File: src/rtl/rv_ctrl_pkg.sv
// Shared encodings for the multicycle RV32I control path: opcodes, FSM states,
// datapath select codes and ALU operations.
package rv_ctrl_pkg;

  localparam logic [6:0] OpLoad   = 7'b0000011;
  localparam logic [6:0] OpStore  = 7'b0100011;
  localparam logic [6:0] OpRtype  = 7'b0110011;
  localparam logic [6:0] OpItype  = 7'b0010011;
  localparam logic [6:0] OpBranch = 7'b1100011;
  localparam logic [6:0] OpJal    = 7'b1101111;
  localparam logic [6:0] OpLui    = 7'b0110111;

  typedef logic [3:0] state_t;
  localparam state_t StFetch    = 4'd0;
  localparam state_t StDecode   = 4'd1;
  localparam state_t StMemAdr   = 4'd2;
  localparam state_t StMemRead  = 4'd3;
  localparam state_t StMemWb    = 4'd4;
  localparam state_t StMemWrite = 4'd5;
  localparam state_t StExecR    = 4'd6;
  localparam state_t StExecI    = 4'd7;
  localparam state_t StLui      = 4'd8;
  localparam state_t StAluWb    = 4'd9;
  localparam state_t StBrTgt    = 4'd10;
  localparam state_t StBranch   = 4'd11;
  localparam state_t StJTgt     = 4'd12;
  localparam state_t StJal      = 4'd13;
  localparam state_t StIllegal  = 4'd14;

  typedef logic [1:0] alu_op_t;
  localparam alu_op_t AluOpAdd   = 2'b00;
  localparam alu_op_t AluOpSub   = 2'b01;
  localparam alu_op_t AluOpFunct = 2'b10;

  localparam logic [2:0] AluAdd = 3'b000;
  localparam logic [2:0] AluSub = 3'b001;
  localparam logic [2:0] AluAnd = 3'b010;
  localparam logic [2:0] AluOr  = 3'b011;
  localparam logic [2:0] AluXor = 3'b100;
  localparam logic [2:0] AluSlt = 3'b101;

  localparam logic [2:0] ImmI = 3'b000;
  localparam logic [2:0] ImmS = 3'b001;
  localparam logic [2:0] ImmB = 3'b010;
  localparam logic [2:0] ImmJ = 3'b011;
  localparam logic [2:0] ImmU = 3'b100;

  localparam logic [1:0] SrcAPc    = 2'b00;
  localparam logic [1:0] SrcAOldPc = 2'b01;
  localparam logic [1:0] SrcARs1   = 2'b10;
  localparam logic [1:0] SrcAZero  = 2'b11;

  localparam logic [1:0] SrcBRs2  = 2'b00;
  localparam logic [1:0] SrcBImm  = 2'b01;
  localparam logic [1:0] SrcBFour = 2'b10;

  localparam logic [1:0] ResAluOut    = 2'b00;
  localparam logic [1:0] ResReadData  = 2'b01;
  localparam logic [1:0] ResAluResult = 2'b10;

  function automatic logic [2:0] imm_src_decode(input logic [6:0] op);
    case (op)
      OpStore:  return ImmS;
      OpBranch: return ImmB;
      OpJal:    return ImmJ;
      OpLui:    return ImmU;
      default:  return ImmI;
    endcase
  endfunction

endpackage

File: src/rtl/alu_decoder.sv
// Maps the FSM's ALU operation class plus instruction fields onto an ALU control code.
module alu_decoder
  import rv_ctrl_pkg::*;
(
  input  alu_op_t    aluOp,
  input  logic [2:0] funct3,
  input  logic       funct7b5,
  input  logic       op5,
  output logic [2:0] aluControl
);

  always_comb begin
    aluControl = AluAdd;
    case (aluOp)
      AluOpSub: aluControl = AluSub;
      AluOpFunct: begin
        case (funct3)
          // op5 separates R-type (sub possible) from I-type (addi never subtracts)
          3'b000:  aluControl = (op5 && funct7b5) ? AluSub : AluAdd;
          3'b010:  aluControl = AluSlt;
          3'b100:  aluControl = AluXor;
          3'b110:  aluControl = AluOr;
          3'b111:  aluControl = AluAnd;
          default: aluControl = AluAdd;
        endcase
      end
      default: aluControl = AluAdd;
    endcase
  end

endmodule

File: src/rtl/multicycle_control.sv
// Main control FSM of the multicycle RV32I core: sequences the shared datapath,
// stalls on the memory handshake and counts retired instructions.
module multicycle_control
  import rv_ctrl_pkg::*;
#(
  parameter int unsigned INSTRET_W = 32
) (
  input  logic                 clk,
  input  logic                 reset,
  input  logic [6:0]           op,
  input  logic [2:0]           funct3,
  input  logic                 funct7b5,
  input  logic                 zero,
  input  logic                 mem_ready,
  output logic                 mem_req,
  output logic                 memWrite,
  output logic                 irWrite,
  output logic                 pcWrite,
  output logic                 adrSrc,
  output logic                 regWrite,
  output logic [1:0]           resultSrc,
  output logic [1:0]           aluSrcA,
  output logic [1:0]           aluSrcB,
  output logic [2:0]           aluControl,
  output logic [2:0]           immSrc,
  output logic                 illegal,
  output logic [INSTRET_W-1:0] instret
);

  state_t                state_q, state_d;
  logic [INSTRET_W-1:0]  instret_q;
  alu_op_t               alu_op;
  logic                  retire;

  always_ff @(posedge clk or negedge reset) begin
    if (!reset) begin
      state_q   <= StFetch;
      instret_q <= '0;
    end else begin
      state_q <= state_d;
      if (retire) instret_q <= instret_q + INSTRET_W'(1);
    end
  end

  always_comb begin
    state_d   = state_q;
    retire    = 1'b0;
    mem_req   = 1'b0;
    memWrite  = 1'b0;
    irWrite   = 1'b0;
    pcWrite   = 1'b0;
    adrSrc    = 1'b0;
    regWrite  = 1'b0;
    illegal   = 1'b0;
    resultSrc = ResAluOut;
    aluSrcA   = SrcAPc;
    aluSrcB   = SrcBRs2;
    alu_op    = AluOpAdd;
    case (state_q)
      StFetch: begin
        mem_req   = 1'b1;
        aluSrcB   = SrcBFour;
        resultSrc = ResAluResult;
        irWrite   = mem_ready;
        pcWrite   = mem_ready;
        if (mem_ready) state_d = StDecode;
      end
      StDecode: begin
        case (op)
          OpLoad, OpStore: state_d = StMemAdr;
          OpRtype:         state_d = StExecR;
          OpItype:         state_d = StExecI;
          OpBranch:        state_d = StBrTgt;
          OpJal:           state_d = StJTgt;
          OpLui:           state_d = StLui;
          default:         state_d = StIllegal;
        endcase
      end
      StMemAdr: begin
        aluSrcA = SrcARs1;
        aluSrcB = SrcBImm;
        state_d = (op == OpLoad) ? StMemRead : StMemWrite;
      end
      StMemRead: begin
        mem_req = 1'b1;
        adrSrc  = 1'b1;
        if (mem_ready) state_d = StMemWb;
      end
      StMemWb: begin
        resultSrc = ResReadData;
        regWrite  = 1'b1;
        retire    = 1'b1;
        state_d   = StFetch;
      end
      StMemWrite: begin
        mem_req  = 1'b1;
        memWrite = 1'b1;
        adrSrc   = 1'b1;
        if (mem_ready) begin
          retire  = 1'b1;
          state_d = StFetch;
        end
      end
      StExecR: begin
        aluSrcA = SrcARs1;
        alu_op  = AluOpFunct;
        state_d = StAluWb;
      end
      StExecI: begin
        aluSrcA = SrcARs1;
        aluSrcB = SrcBImm;
        alu_op  = AluOpFunct;
        state_d = StAluWb;
      end
      StLui: begin
        aluSrcA = SrcAZero;
        aluSrcB = SrcBImm;
        state_d = StAluWb;
      end
      StAluWb: begin
        regWrite = 1'b1;
        retire   = 1'b1;
        state_d  = StFetch;
      end
      StBrTgt: begin
        aluSrcA = SrcAOldPc;
        aluSrcB = SrcBImm;
        state_d = StBranch;
      end
      StBranch: begin
        aluSrcA = SrcARs1;
        alu_op  = AluOpSub;
        // funct3[0] inverts the sense: beq takes on zero, bne on non-zero
        pcWrite = zero ^ funct3[0];
        retire  = 1'b1;
        state_d = StFetch;
      end
      StJTgt: begin
        aluSrcA = SrcAOldPc;
        aluSrcB = SrcBImm;
        state_d = StJal;
      end
      StJal: begin
        aluSrcA = SrcAOldPc;
        aluSrcB = SrcBFour;
        pcWrite = 1'b1;
        state_d = StAluWb;
      end
      StIllegal: begin
        illegal = 1'b1;
        state_d = StFetch;
      end
      default: state_d = StFetch;
    endcase
    if (!reset) begin
      mem_req  = 1'b0;
      memWrite = 1'b0;
      irWrite  = 1'b0;
      pcWrite  = 1'b0;
      regWrite = 1'b0;
      illegal  = 1'b0;
    end
  end

  alu_decoder u_alu_decoder (
    .aluOp     (alu_op),
    .funct3    (funct3),
    .funct7b5  (funct7b5),
    .op5       (op[5]),
    .aluControl(aluControl)
  );

  assign immSrc  = imm_src_decode(op);
  assign instret = instret_q;

endmodule

File: config.mk
export PLATFORM = sky130hd
export DESIGN_NAME = multicycle_control
export DESIGN_NICKNAME = d
export VERILOG_FILES = /design/src/rtl/rv_ctrl_pkg.sv /design/src/rtl/alu_decoder.sv /design/src/rtl/multicycle_control.sv
export SDC_FILE = /design/constraint.sdc
export NUM_CORES = 1
export LEC_CHECK = 0
export ABC_AREA = 1
export BUFFER_PORTS_ARGS = -buffer_cell sky130_fd_sc_hd__buf_2
export CAP_MARGIN = 5
export CORE_MARGIN = 3
export CORE_UTILIZATION = 30
export DETAILED_ROUTE_END_ITERATION = 8
export PLACE_DENSITY = 0.47
export SLEW_MARGIN = 15
export SYNTH_ARGS = -nofsm -noshare
export SYNTH_HDL_FRONTEND = slang
export SYNTH_SLANG_ARGS = --single-unit
File: constraint.sdc
create_clock -name clk -period 1.9 [get_ports clk]
set_input_delay 0.19 -clock clk [delete_from_list [all_inputs] [get_ports clk]]
set_output_delay 0.19 -clock clk [all_outputs]
set_load 0.02 [all_outputs]
Yosys cells after proc, flatten, opt, wreduce, memory -nomap -nowiden
Cells that the tools add are included.

Bits in registers: 36. Latch bits: 0. Bits in writable memories: 0. Bits in read-only memories: 0. Input port bits: 15. Output and inout port bits: 51. Logic and storage cells: 78. Memories: 0.

Add/sub/neg operators: 1. Multipliers: 0. Div/mod/pow operators: 0. Magnitude comparators: 0. Eq/ne operators: 30. Shift operators: 0. Mux-type cells: 29. Bitwise operators: 1. Reductions and logical operators: 15.

Operator list (number): adder 32 x 1 -> 32 bit (second input constant) (1); one-hot mux 4 bit (8 select lines) (1); equality test 4 bit (second input constant) (7); one-hot mux 4 bit (6 select lines) (1); equality test 7 x 6 -> 1 bit (second input constant) (3); equality test 4 x 3 -> 1 bit (second input constant) (4); one-hot mux 3 bit (5 select lines) (1); equality test 7 bit (second input constant) (2); two-way mux 1 bit (14); two-way mux 4 bit (3); one-hot mux 2 bit (2 select lines) (3); one-hot mux 3 bit (4 select lines) (1); OR reduction 2 bit (5); equality test 3 bit (second input constant) (3); OR reduction 3 bit (3); equality test 4 x 2 -> 1 bit (second input constant) (2); OR reduction 4 bit (2); equality test 7 x 2 -> 1 bit (second input constant) (1); equality test 7 x 5 -> 1 bit (second input constant) (1); inequality test 2 bit (second input constant) (3); one-hot mux 2 bit (3 select lines) (1); one-hot mux 3 bit (2 select lines) (1); OR reduction 5 bit (1); equality test 4 x 1 -> 1 bit (second input constant) (1); other kinds (11) (11).

Depth between registers and ports, before layout
Depth after elaboration: 5. Depth in mapped cells: 11. Mapped depth without buffers: 11.

By module
A second synthesis with hierarchy kept.

Cells, all modules: 401. Area total of the unflattened synthesis: 2643.8 µm².

Modules (own cells, without submodules): multicycle_control (instances 1, cells each 378, area an instance 2524.9 µm², seq. area each 900.9 µm²); alu_decoder (instances 1, cells each 23, area an instance 118.9 µm², seq. area each 0.0 µm²).

Least setup slack after synthesis
Ideal clock, no wire load.

Kind: register to output. Start point: register state_q[3]. End point: output port aluControl[1]. Arrival: 1.824 ns. Required time: 1.710 ns. Slack: -0.114 ns. Cell stages (with the launch flop): 6. Path buffers: 0. Path through: dfrtp_1 nor2_2 inv_1 nor2_1 ha_1 nor4_1.

Longest elaborated chain between the ends: 5. Elaborated cells between the ends (all ways): 8. Those cells by class: eq/ne (5); mux (2); reduce/logical (1).

RTL lines: from (decl) (line multicycle_control.sv:30) `state_t state_q, state_d;`; from (signal assigned) (line multicycle_control.sv:37) `state_q <= StFetch;`; from (signal assigned) (line multicycle_control.sv:40) `state_q <= state_d;`; equality test 4 x 3 -> 1 bit (line multicycle_control.sv:59) `case (state_q)`; OR reduction 2 bit (no line); one-hot mux 2 bit (2 select lines) * (line multicycle_control.sv:59); equality test 2 bit or equality test 2 x 1 -> 1 bit (tied branches) (line alu_decoder.sv:14) `case (aluOp)`; one-hot mux 3 bit (2 select lines) * (line alu_decoder.sv:14); to (decl) (line multicycle_control.sv:24) `output logic [2:0] aluControl,`.

Mark *: on every way between the ends. The rest lies on a longest branch, timed or not.

Worst setup path in the final report
Start point: register state_q[2]. End point: output port aluControl[1].

The elaborated chain is that of the path after synthesis.

==> metrics list <==
* Master cell of the clock root buffer: clkbuf_8
* Via count of the first global-routing pass: 2588
* Combinational family with the most area after synthesis: simple AND/OR/NAND/NOR gates
- The signal on the critical path passes through inv_2, nand2_4, nor2_4, inv_2, ha_4, nor4_4, buf_4.
- Dpl cells: 575
- The clock drives 36 sinks.
* Core box area: 8300 um^2
* Result of the run: finished with violations
* Number of cells in the finished layout apart from fillers: 587
* CP peak stage delay: 0.41 ns
* Switching power as a share of total power: 46.0%
* Leakage power: 0.00169 uW
* Average routed wire per standard cell: 12.7 um
- Most common cell on crit path: inv_2
- Post-synthesis adder-cell area fraction: 1.45%
- Max-slew violation count: 0
- Antenna Diode Count: 0
- The count of nets left with antenna violations once routing finished came out at 0.
* Total Wirelength: 7430 um
- #FFs+latches synth: 36
* Relative slew slack: 70.9%
- Synth Area in Compound Gates: 4.26%
- Post-detailed-route via-to-cell ratio: 4.60
* Layout cells sized above 1: 24.1%
- The floorplan step set the die width to 98.8 um.
- Setup violations remaining at the end of the flow were counted as 2.
- Detailed-route via count: 2702
- Largest driver fanout on the critical path: 4
- For this configuration, the core starts out at a cell density of 31.1%.
* Part of the total power dissipated in the clock network: 17.7%
- Fmax: 0.515 GHz
- XOR/XNOR share of the synthesized area: 6.78%
- Summing all placed instances gives a cell area of 3120 um^2.
* Layout overhead on the synthesized area: 27.7%
- Internal power: 1720 uW
- # Max-Cap Violations: 0
* Register share of total power: 32.3%
- For the pin with the worst max-slew slack, the measured transition is 0.434 ns.
* Crit. End Element: output pin
- Smallest hold slack: 0.239 ns
- CTS buffer count: 5
- Wire length of the first global-routing pass: 12600 um
- Number of violations reported at the end of detailed-routing iteration 0: 139
- Worst hold path type: primary input to register
* Worst clock skew: 0.00396 ns
- Post-layout nets: 499
* Detailed Routing Iterations Pass 1: 4
- Insertion delay to the later sink of the worst-skew pair: 0.29 ns
* Post-CTS clock slew at the launch and capture registers of the worst setup and hold paths: 0.07 ns
* H-tree depth reported by CTS: 2
- The congestion estimate from routability-driven global placement came to 0.881.
- The number of different library cells used by synthesis comes to 34.
* Initial antenna violation count: 0
* Data arrival time of the critical path: 1.75 ns
* Final core utilization: 39.8%
* Setup WS post-layout: -0.0429 ns
- Power density relative to cell area: 963 nW/um^2
- Count of endpoints failing hold in the final timing report: 0
- The routed design could run at a clock period as short as 1.94 ns.
- At the placement stage, the worst setup path has a slack of 0.100 ns.
* Sequential-to-total area share from yosys stat: 34.9%
- Row count: 33
- After routing the design area is 3300 um^2.
- Net load switching power: 1460 uW
* Multiplexer share of the synthesized area: 0%
- Number of I/O port buffers: 65
- Fraction of power consumed by combinational cells: 50.0%
* Worst setup SP type: register
- When the netlist entered floorplanning its net count stood at 414.
- The slowest stage of the critical path is the dfrtp_1 cell.
- Detailed placement ended at an HPWL of 6050 um.
- In the routed design, unresolved DRC markers number 0.
- Across every metal layer, demand over resource in global routing totals 15.7%.
- The critical path is of the register to output pin type.
- Die outline area: 9760 um^2
* Required time worst endpoint: 1.71 ns
* Failing checks: negative setup slack
* Pin count of the biggest net entering global routing: 22
- Pin placement for this block handled 66 I/O pins.
- Across the VDD grid, the largest voltage drop is 0.554 mV.
- Synthesized-area fraction occupied by and/or/nand/nor cells: 44.1%
- Syn Area/Cell: 6.52 um^2
- In the finished design, the share of the clock period the worst path needs comes to 102%.
* TritonCTS clock tree: done
* Mapped Area: 2580 um^2
* Unrepaired setup endpoints after global routing: yes
* Max clock buf depth: 2
* Global route overflow: 0
- In the synthesized netlist, the number of instances is 396.
* DIE HEIGHT: 98.8 um
- Yosys warning count: 0
-- critical path, delay by kind of cell (launching register included) --
kind          cells  cell delay [ns]
fa+ha+maj         1             0.25
flops             1             0.41
buf+inv           3             0.37
simple gates      3             0.44
-- path summary, 6_finish.rpt --
check                                  from             to  slack (ns)  cells past startpoint
min in group asynchronous             reset    instret[13]        0.42                      3
max in group asynchronous             reset     state_q[1]        1.22                      3
worst min-delay path              mem_ready     state_q[1]        0.24                      2
worst min register to register  instret[19]    instret[19]        0.51                      1
worst max-delay path             state_q[2]  aluControl[1]       -0.04                      7
worst max register to register   state_q[1]    instret[11]        0.13                     10
-- logic make-up after synthesis --
group                    count (synthesis)
buffers and inverters                   55
AO/OA/AOI/OAI                           20
AND/OR/NAND/NOR                        262
XOR/XNOR                                20
flip-flops                              36
adder cells (fa/ha/maj)                  3
-- synth_stat cells, drive strengths merged --
| master | number | area, um^2 |
|---|---|---|
| a21oi | 2 | 10.0 |
| a31oi | 1 | 6.26 |
| and2 | 1 | 6.26 |
| and3 | 1 | 6.26 |
| buf | 3 | 23.8 |
| clkbuf | 1 | 5.00 |
| dfrtp | 36 | 901 |
| ha | 3 | 37.5 |
| inv | 51 | 191 |
| nand2 | 136 | 513 |
| nand3 | 27 | 158 |
| nand3b | 1 | 7.51 |
| nand4 | 7 | 62.6 |
| nor2 | 70 | 283 |
| nor3 | 16 | 85.1 |
| nor4 | 2 | 12.5 |
| o2111ai | 1 | 8.76 |
| o211ai | 1 | 7.51 |
| o21ai | 13 | 65.1 |
| o22ai | 2 | 12.5 |
| or2 | 1 | 6.26 |
| xnor2 | 9 | 78.8 |
| xor2 | 11 | 96.3 |
-- sequential cells by signal, indices dropped and copies added (netlist names) --
name and flops:
instret 32, state_q 4
-- power by group through the flow --
stage                     clock [uW]  sequential (uW)  combinational (uW)
after floorplan                    0             1090                 966
after global placement             0             1010                1520
after detailed placement           0             1020                1500
after CTS                        579             1010                1530
after global routing             625             1050                1770
final                            562             1030                1590
-- layout by cell type (no fill, tap or decap), drive strengths merged --
cell type | netlist | layout
nand2 | 136 | 136
buf | 3 | 81
nor2 | 70 | 70
inv | 51 | 51
dfrtp | 36 | 36
nand3 | 27 | 27
nor3 | 16 | 16
o21ai | 13 | 13
xor2 | 11 | 11
xnor2 | 9 | 9
clkbuf | 1 | 8
nand4 | 7 | 7
ha | 3 | 3
a21oi | 2 | 2
o22ai | 2 | 2
nor4 | 2 | 2
or2 | 1 | 1
a31oi | 1 | 1
and3 | 1 | 1
nand3b | 1 | 1
o2111ai | 1 | 1
o211ai | 1 | 1
and2 | 1 | 1
dlygate4sd3 | 0 | 1
-- layer usage --
layer / up-vias / track usage, % / wire length, um
met5: - / 0 / 0
met4: 0 / 2.21 / 44
met3: 4 / 3.54 / 346
met2: 60 / 23.7 / 3270
met1: 1229 / 23.4 / 3780
li1: 1409 / - / -
-- layout make-up --
cell class	instances	area, um^2
Clock buffer	8	90.1
Fill cell	912	5000
Inverter	51	191
Multi-Input combinational cell	305	1520
Sequential cell	36	903
Tap cell	105	131
Timing Repair Buffer	82	462
-- per-stage QoR --
step                power [uW]  TNS, ns
floorplan                 2060        0
global placement          2530        0
detailed placement        2520        0
CTS                       3130        0
global route              3440   -0.286
finish                    3180  -0.0432
-- timing repair --
action                                  in CTS  in global routing
hold endpoints to repair                    36                  0
buffers inserted                             2                  1
endpoints found under the setup margin       2                  6
hold buffers                                 1                  0
pin swaps                                    3                  5
gates resized for setup                      6                 13
(Power assumes the default switching activity.)
